## src/rtl/hs_tx_pkg.sv

```systemverilog
// hs_tx_pkg: shared states, byte constants and timer width for the D-PHY HS lane sequencer
package hs_tx_pkg;
    typedef enum logic [2:0] {STOP, HS_RQST, HS_PREP, HS_ZERO, SYNC, DATA, TRAIL, EXIT} state_t;
    localparam logic [7:0] SYNC_BYTE = 8'hB8;
    localparam logic [7:0] HS_ZERO_BYTE = 8'h00;
    localparam int TMR_W = 8;
    // Trail holds the inverse of the last serialized bit; bytes go out LSB-first so that is bit 7
    function automatic logic [7:0] trail_byte(input logic [7:0] last);
        return {8{~last[7]}};
    endfunction
endpackage

```

## src/rtl/hs_tx_sequencer_if.sv

```systemverilog
// hs_tx_sequencer_if: PPI application side plus serializer/LP line side of one data lane
interface hs_tx_sequencer_if;
    logic       TxRequestHS;
    logic [7:0] TxDataHS;
    logic       TxReadyHS;
    logic       Enable;
    logic [7:0] TX_BYTE_DATA;
    logic       HS_EN;
    logic       LP_DP;
    logic       LP_DN;
    logic       Stopstate;
    modport master (output TxRequestHS, TxDataHS,
                    input TxReadyHS, Enable, TX_BYTE_DATA, HS_EN, LP_DP, LP_DN, Stopstate);
    modport slave (input TxRequestHS, TxDataHS,
                   output TxReadyHS, Enable, TX_BYTE_DATA, HS_EN, LP_DP, LP_DN, Stopstate);
endinterface

```

## src/rtl/hs_state_timer.sv

```systemverilog
// hs_state_timer: down-counter shared by all timed lane states; done when it reaches zero
module hs_state_timer
    import hs_tx_pkg::*;
(
    input  logic             clk,
    input  logic             rst_n,
    input  logic             load,
    input  logic [TMR_W-1:0] load_val,
    output logic             done
);
    logic [TMR_W-1:0] cnt;
    // Load on state entry, then count down and park at zero
    always_ff @(posedge clk or negedge rst_n) begin
        if (!rst_n) cnt <= '0;
        else if (load) cnt <= load_val;
        else if (cnt != '0) cnt <= cnt - 1'b1;
    end
    assign done = (cnt == '0);
endmodule

```

## src/rtl/hs_tx_sequencer.sv

```systemverilog
// hs_tx_sequencer: sequences one D-PHY data lane through LP request, HS preamble, payload and trail
module hs_tx_sequencer
    import hs_tx_pkg::*;
#(
    parameter int T_LPX        = 2,
    parameter int T_HS_PREPARE = 2,
    parameter int T_HS_ZERO    = 4,
    parameter int T_HS_TRAIL   = 3,
    parameter int T_HS_EXIT    = 2
) (
    input  logic                 TX_BYTE_clk,
    input  logic                 TX_rst_n,
    hs_tx_sequencer_if.slave     lane
);
    state_t           state;
    logic             load;
    logic [TMR_W-1:0] load_val;
    logic             done;
    logic [7:0]       last_byte;
    logic [7:0]       tx_data;
    logic             en, hs_en, lp_dp, lp_dn, stop;
    logic             req;
    assign req = lane.TxRequestHS;
    hs_state_timer u_timer (
        .clk      (TX_BYTE_clk),
        .rst_n    (TX_rst_n),
        .load     (load),
        .load_val (load_val),
        .done     (done)
    );
    // Arm the timer with the duration of whichever timed state is entered next
    always_comb begin
        load = 1'b0;
        load_val = '0;
        unique case (state)
            STOP:       begin load = req;  load_val = TMR_W'(T_LPX - 1);        end
            HS_RQST:    begin load = done; load_val = TMR_W'(T_HS_PREPARE - 1); end
            HS_PREP:    begin load = done; load_val = TMR_W'(T_HS_ZERO - 1);    end
            SYNC, DATA: begin load = !req; load_val = TMR_W'(T_HS_TRAIL - 1);   end
            TRAIL:      begin load = done; load_val = TMR_W'(T_HS_EXIT - 1);    end
            default:    ;
        endcase
    end
    // Lane FSM; outputs are set on the transition edge so they are registered with the state
    always_ff @(posedge TX_BYTE_clk or negedge TX_rst_n) begin
        if (!TX_rst_n) begin
            state <= STOP;
            last_byte <= 8'h00;
            tx_data <= 8'h00;
            en <= 1'b0;
            hs_en <= 1'b0;
            lp_dp <= 1'b1;
            lp_dn <= 1'b1;
            stop <= 1'b1;
        end else begin
            unique case (state)
                STOP: if (req) begin
                    state <= HS_RQST;
                    lp_dp <= 1'b0;
                    stop <= 1'b0;
                end
                HS_RQST: if (done) begin
                    state <= HS_PREP;
                    lp_dn <= 1'b0;
                end
                HS_PREP: if (done) begin
                    state <= HS_ZERO;
                    hs_en <= 1'b1;
                    en <= 1'b1;
                    tx_data <= HS_ZERO_BYTE;
                end
                HS_ZERO: if (done) begin
                    state <= SYNC;
                    tx_data <= SYNC_BYTE;
                end
                SYNC: if (req) begin
                    state <= DATA;
                    tx_data <= lane.TxDataHS;
                end else begin
                    state <= TRAIL;
                    last_byte <= SYNC_BYTE;
                    tx_data <= trail_byte(SYNC_BYTE);
                end
                DATA: if (req) tx_data <= lane.TxDataHS;
                else begin
                    state <= TRAIL;
                    last_byte <= tx_data;
                    tx_data <= trail_byte(tx_data);
                end
                TRAIL: if (done) begin
                    state <= EXIT;
                    hs_en <= 1'b0;
                    en <= 1'b0;
                    lp_dp <= 1'b1;
                    lp_dn <= 1'b1;
                    tx_data <= 8'h00;
                end else tx_data <= trail_byte(last_byte);
                EXIT: if (done) begin
                    state <= STOP;
                    stop <= 1'b1;
                end
                default: state <= STOP;
            endcase
        end
    end
    assign lane.TxReadyHS    = (state == SYNC) || (state == DATA);
    assign lane.Enable       = en;
    assign lane.TX_BYTE_DATA = tx_data;
    assign lane.HS_EN        = hs_en;
    assign lane.LP_DP        = lp_dp;
    assign lane.LP_DN        = lp_dn;
    assign lane.Stopstate    = stop;
endmodule

```

## src/flat_wrapper.sv

```systemverilog
// flat-port wrapper written by rule: the top's interface ports become plain ports
module hs_tx_sequencer_flat import hs_tx_pkg::*;
#(
    parameter int T_LPX        = 2,
    parameter int T_HS_PREPARE = 2,
    parameter int T_HS_ZERO    = 4,
    parameter int T_HS_TRAIL   = 3,
    parameter int T_HS_EXIT    = 2
)
  (TX_BYTE_clk, TX_rst_n, lane_TxRequestHS, lane_TxDataHS, lane_TxReadyHS, lane_Enable, lane_TX_BYTE_DATA, lane_HS_EN, lane_LP_DP, lane_LP_DN, lane_Stopstate);
  hs_tx_sequencer_if lane_i ();
  input  logic TX_BYTE_clk;
  input  logic TX_rst_n;
  input wire logic [$bits(lane_i.TxRequestHS)-1:0] lane_TxRequestHS;
  input wire logic [$bits(lane_i.TxDataHS)-1:0] lane_TxDataHS;
  output wire logic [$bits(lane_i.TxReadyHS)-1:0] lane_TxReadyHS;
  output wire logic [$bits(lane_i.Enable)-1:0] lane_Enable;
  output wire logic [$bits(lane_i.TX_BYTE_DATA)-1:0] lane_TX_BYTE_DATA;
  output wire logic [$bits(lane_i.HS_EN)-1:0] lane_HS_EN;
  output wire logic [$bits(lane_i.LP_DP)-1:0] lane_LP_DP;
  output wire logic [$bits(lane_i.LP_DN)-1:0] lane_LP_DN;
  output wire logic [$bits(lane_i.Stopstate)-1:0] lane_Stopstate;
  assign lane_i.TxRequestHS = lane_TxRequestHS;
  assign lane_i.TxDataHS = lane_TxDataHS;
  assign lane_TxReadyHS = lane_i.TxReadyHS;
  assign lane_Enable = lane_i.Enable;
  assign lane_TX_BYTE_DATA = lane_i.TX_BYTE_DATA;
  assign lane_HS_EN = lane_i.HS_EN;
  assign lane_LP_DP = lane_i.LP_DP;
  assign lane_LP_DN = lane_i.LP_DN;
  assign lane_Stopstate = lane_i.Stopstate;
  hs_tx_sequencer #(.T_LPX(T_LPX), .T_HS_PREPARE(T_HS_PREPARE), .T_HS_ZERO(T_HS_ZERO), .T_HS_TRAIL(T_HS_TRAIL), .T_HS_EXIT(T_HS_EXIT)) u_core (.TX_BYTE_clk(TX_BYTE_clk), .TX_rst_n(TX_rst_n), .lane(lane_i));
endmodule
```

## config.mk

```make
export PLATFORM = sky130hd
export DESIGN_NAME = hs_tx_sequencer_flat
export DESIGN_NICKNAME = d
export VERILOG_FILES = /design/src/rtl/hs_tx_pkg.sv /design/src/rtl/hs_tx_sequencer_if.sv /design/src/rtl/hs_state_timer.sv /design/src/rtl/hs_tx_sequencer.sv /design/src/flat_wrapper.sv
export SDC_FILE = /design/constraint.sdc
export NUM_CORES = 1
export LEC_CHECK = 0
export ABC_AREA = 1
export ABC_CLOCK_PERIOD_IN_PS = 5600
export BUFFER_PORTS_ARGS = -buffer_cell sky130_fd_sc_hd__buf_4
export CORE_MARGIN = 2
export CORE_UTILIZATION = 55
export CTS_CLUSTER_SIZE = 25
export DETAILED_ROUTE_END_ITERATION = 8
export GPL_ROUTABILITY_DRIVEN = 0
export PLACE_DENSITY = 0.77
export SKIP_CTS_REPAIR_TIMING = 1
export SLEW_MARGIN = 20
export SYNTH_ARGS = -nofsm -noshare
export SYNTH_HDL_FRONTEND = slang
export SYNTH_HIERARCHICAL = 1
export SYNTH_SLANG_ARGS = --single-unit
```

## constraint.sdc

```tcl
create_clock -name TX_BYTE_clk -period 5.6 [get_ports TX_BYTE_clk]
set_clock_uncertainty 0.2 [all_clocks]
set_input_delay 0.28 -clock TX_BYTE_clk [delete_from_list [all_inputs] [get_ports TX_BYTE_clk]]
set_output_delay 0.28 -clock TX_BYTE_clk [all_outputs]
set_load 0.02 [all_outputs]
```

==> impl_results.md <==
- Status: finished clean
- Count of input and output buffers: 24
- Net Sw Frac: 46.8%
- Row count: 18
- Antenna viol nets, final: 0
- Seq/Total Area, Yosys: 42.9%
- DIE AREA: 0.00298 sq mm
- Synthesis-to-finish area growth: 21.7%
- Peak supply drop: 0.000406 V
- Clock tree from TritonCTS: built
- Initial antenna violation count: 0
- Final worst-path cycle share: 44.8%
- Clock buffer depth: 2
- Setup TNS: 0 ps
- Tmin final: 2510 ps
- Finished Layout Cells: 259
- Setup Crit Path Kind: reg -> reg
- Final WS setup: 3090 ps
- Util after Layout: 69.8%
- Fin nets: 242
- Yosys warnings: 6
- First-pass GRT wire length: 4.81 mm
- DRC Markers: 0
- Max-Cap Viols: 0
- CP max FO: 12
- DR vias/cell: 5.08
- Dpl cells: 250
- Sw power: 420 uW
- Worst-path clk slew: 130 ps
- Filler Cell Count: 204
- Tightest Hold Check Type: in -> reg
- Netlist cell types: 26
- Die Width: 54.6 um
- Pins over their slew limit: 0
- RSZ-0062 raised after global routing: no
- Setup crit end kind: flop
- Gr ovfl total: 0
- Post-Syn Area: 0.00141 sq mm
- Leakage power: 0.000931 uW
- Iter 0 DRT Violations: 36
- #FFs+latches synth: 24
- Area of the multi-input gates: 723 sq um
- CTS buffer count: 3
- Internal power: 478 uW
- Pre-CTS WS: 3160 ps
- Post-DP HPWL: 2.29 mm
- Synth Instances: 194
- DIE HEIGHT: 54.6 um
- Core ar.: 0.00245 sq mm
- Clk_lat worst skew: 310 ps
- DR WL/cell: 11.7 um
- Clock Power Share: 10.1%
- Number of endpoints failing setup at the final stage: 0
- Starting density of the core: 57.4%
- Largest net degree at the start of global routing: 25
- Most common cell after layout, fill and taps aside: nand2_1
- Routed wire length: 3.03 mm
- WP data required: 5650 ps
- Sequential cell area: 604 sq um
- CTS H-tree lvls: 1
- Via count: 1317
- Number of global-route vias before repair: 1174
- Gr usage total: 22.6%
- Fmax: 398 MHz
- Flop pwr share: 36.6%
- Syn_area_per_cell: 7.26 sq um
- Clock root buffer: clkbuf_4
- Clk sinks: 24
- Worst setup SP type: flop
- Number of detailed-route iterations in the first pass: 6
- Logic pwr share: 53.3%
- N_diodes: 0
- P per Cell Area: 524 mW/mm^2
- Share of cells above drive strength 1: 24.0%
- Final hold vios: 0
- I/O pins: 25
- CP arrival: 2560 ps
- Commonest non-fill, non-tap cells in the layout: nand2_1 (75), buf_4 (24), dfrtp_1 (21), nand3_1 (19), inv_1 (17)
## flip-flops by register name (all words and copies together), names as in the netlist
| signal | flops |
|---|---|
| u_core/lane.HS_EN | 1 |
| u_core/lane.LP_DN | 1 |
| u_core/lane.LP_DP | 1 |
| u_core/lane.Stopstate | 1 |
| u_core/lane.TX_BYTE_DATA | 8 |
| u_core/last_byte | 1 |
| u_core/state | 3 |
| u_core/u_timer/cnt | 8 |
## synthesized netlist by cell type (all sizes together)
cell type / number / area (sq um)
nor2: 24 / 143
inv: 22 / 82.6
dfstp: 3 / 78.8
xnor2: 1 / 8.76
buf: 3 / 17.5
or2: 1 / 8.76
dfrtp: 21 / 526
xor2: 1 / 8.76
conb: 1 / 3.75
a21boi: 1 / 7.51
a21oi: 2 / 10.0
ha: 1 / 12.5
nand4: 3 / 18.8
o21a: 1 / 7.51
nand3: 19 / 95.1
nand2: 79 / 312
o21ai: 10 / 61.3
o211ai: 1 / 7.51
## metal layers
metal	wire length, um	global-route usage (%)	vias to the layer above
met3	105	2.46	8
met5	0	0	-
li1	-	-	669
met1	1270	26.8	608
met4	55	7.50	0
met2	1590	41.9	32
## cell type report
| class | instances | share of cell area [%] |
|---|---|---|
| clock buffer | 4 | 2.12 |
| inverter | 22 | 4.82 |
| multi-input combinational | 150 | 42.2 |
| sequential | 24 | 35.3 |
| tap | 30 | 2.19 |
| timing repair buffer | 29 | 13.4 |
## critical path, stage by stage (launching register included)
cell	delay, ps
dfrtp_1	400
inv_1	110
ha_1	270
nand2_2	100
nor2_4	210
inv_1	170
nor2_1	130
nand2_1	70
nand3_1	300
inv_1	180
nand2_4	140
a21boi_1	160
## logic make-up (layout without fill, tap and decap cells)
family	count (synthesis)	count (layout)	synth area share, %
other	1	6	0.266
adder cells (fa/ha/maj)	1	1	0.888
AND/OR/NAND/NOR	126	126	40.9
XOR/XNOR	2	2	1.24
buffers and inverters	25	55	7.11
AO/OA/AOI/OAI	15	15	6.66
flip-flops	24	24	42.9
## power by group through the flow
stage,Combinational (uW),Sequential (uW),Clock [uW]
floorplan,317,352,0
global placement,459,326,0
detailed placement,476,329,0
CTS,479,326,92.5
global route,538,337,102
finish,479,329,90.8
## metrics by stage
step                      hold slack, ps  power [uW]  area (sq um)
after floorplan                     -216         669          1430
after global placement             -8.13         785          1630
after detailed placement           -8.54         806          1630
after CTS                           -362         898          1660
after global routing                66.0         978          1710
final                               79.1         899          1710
## final timing paths
path | start | to | slack (ps) | cells after the start
max | u_core/u_timer/cnt[0]$_DFFE_PN0P_ | u_core/u_timer/cnt[4]$_DFFE_PN0P_ | 3090 | 11
min reg2reg | u_core/lane.TX_BYTE_DATA[3]$_DFFE_PN0P_ | u_core/lane.TX_BYTE_DATA[3]$_DFFE_PN0P_ | 300 | 2
max reg2reg | u_core/u_timer/cnt[0]$_DFFE_PN0P_ | u_core/u_timer/cnt[4]$_DFFE_PN0P_ | 3090 | 11
min in group asynchronous | TX_rst_n | u_core/state[0]$_DFFE_PN0P_ | 180 | 2
min | lane_TxDataHS[3] | u_core/lane.TX_BYTE_DATA[3]$_DFFE_PN0P_ | 80 | 5
max in group asynchronous | TX_rst_n | u_core/lane.LP_DN$_DFFE_PN1P_ | 4740 | 2
No activity file was read; power rests on OpenSTA's default activity.
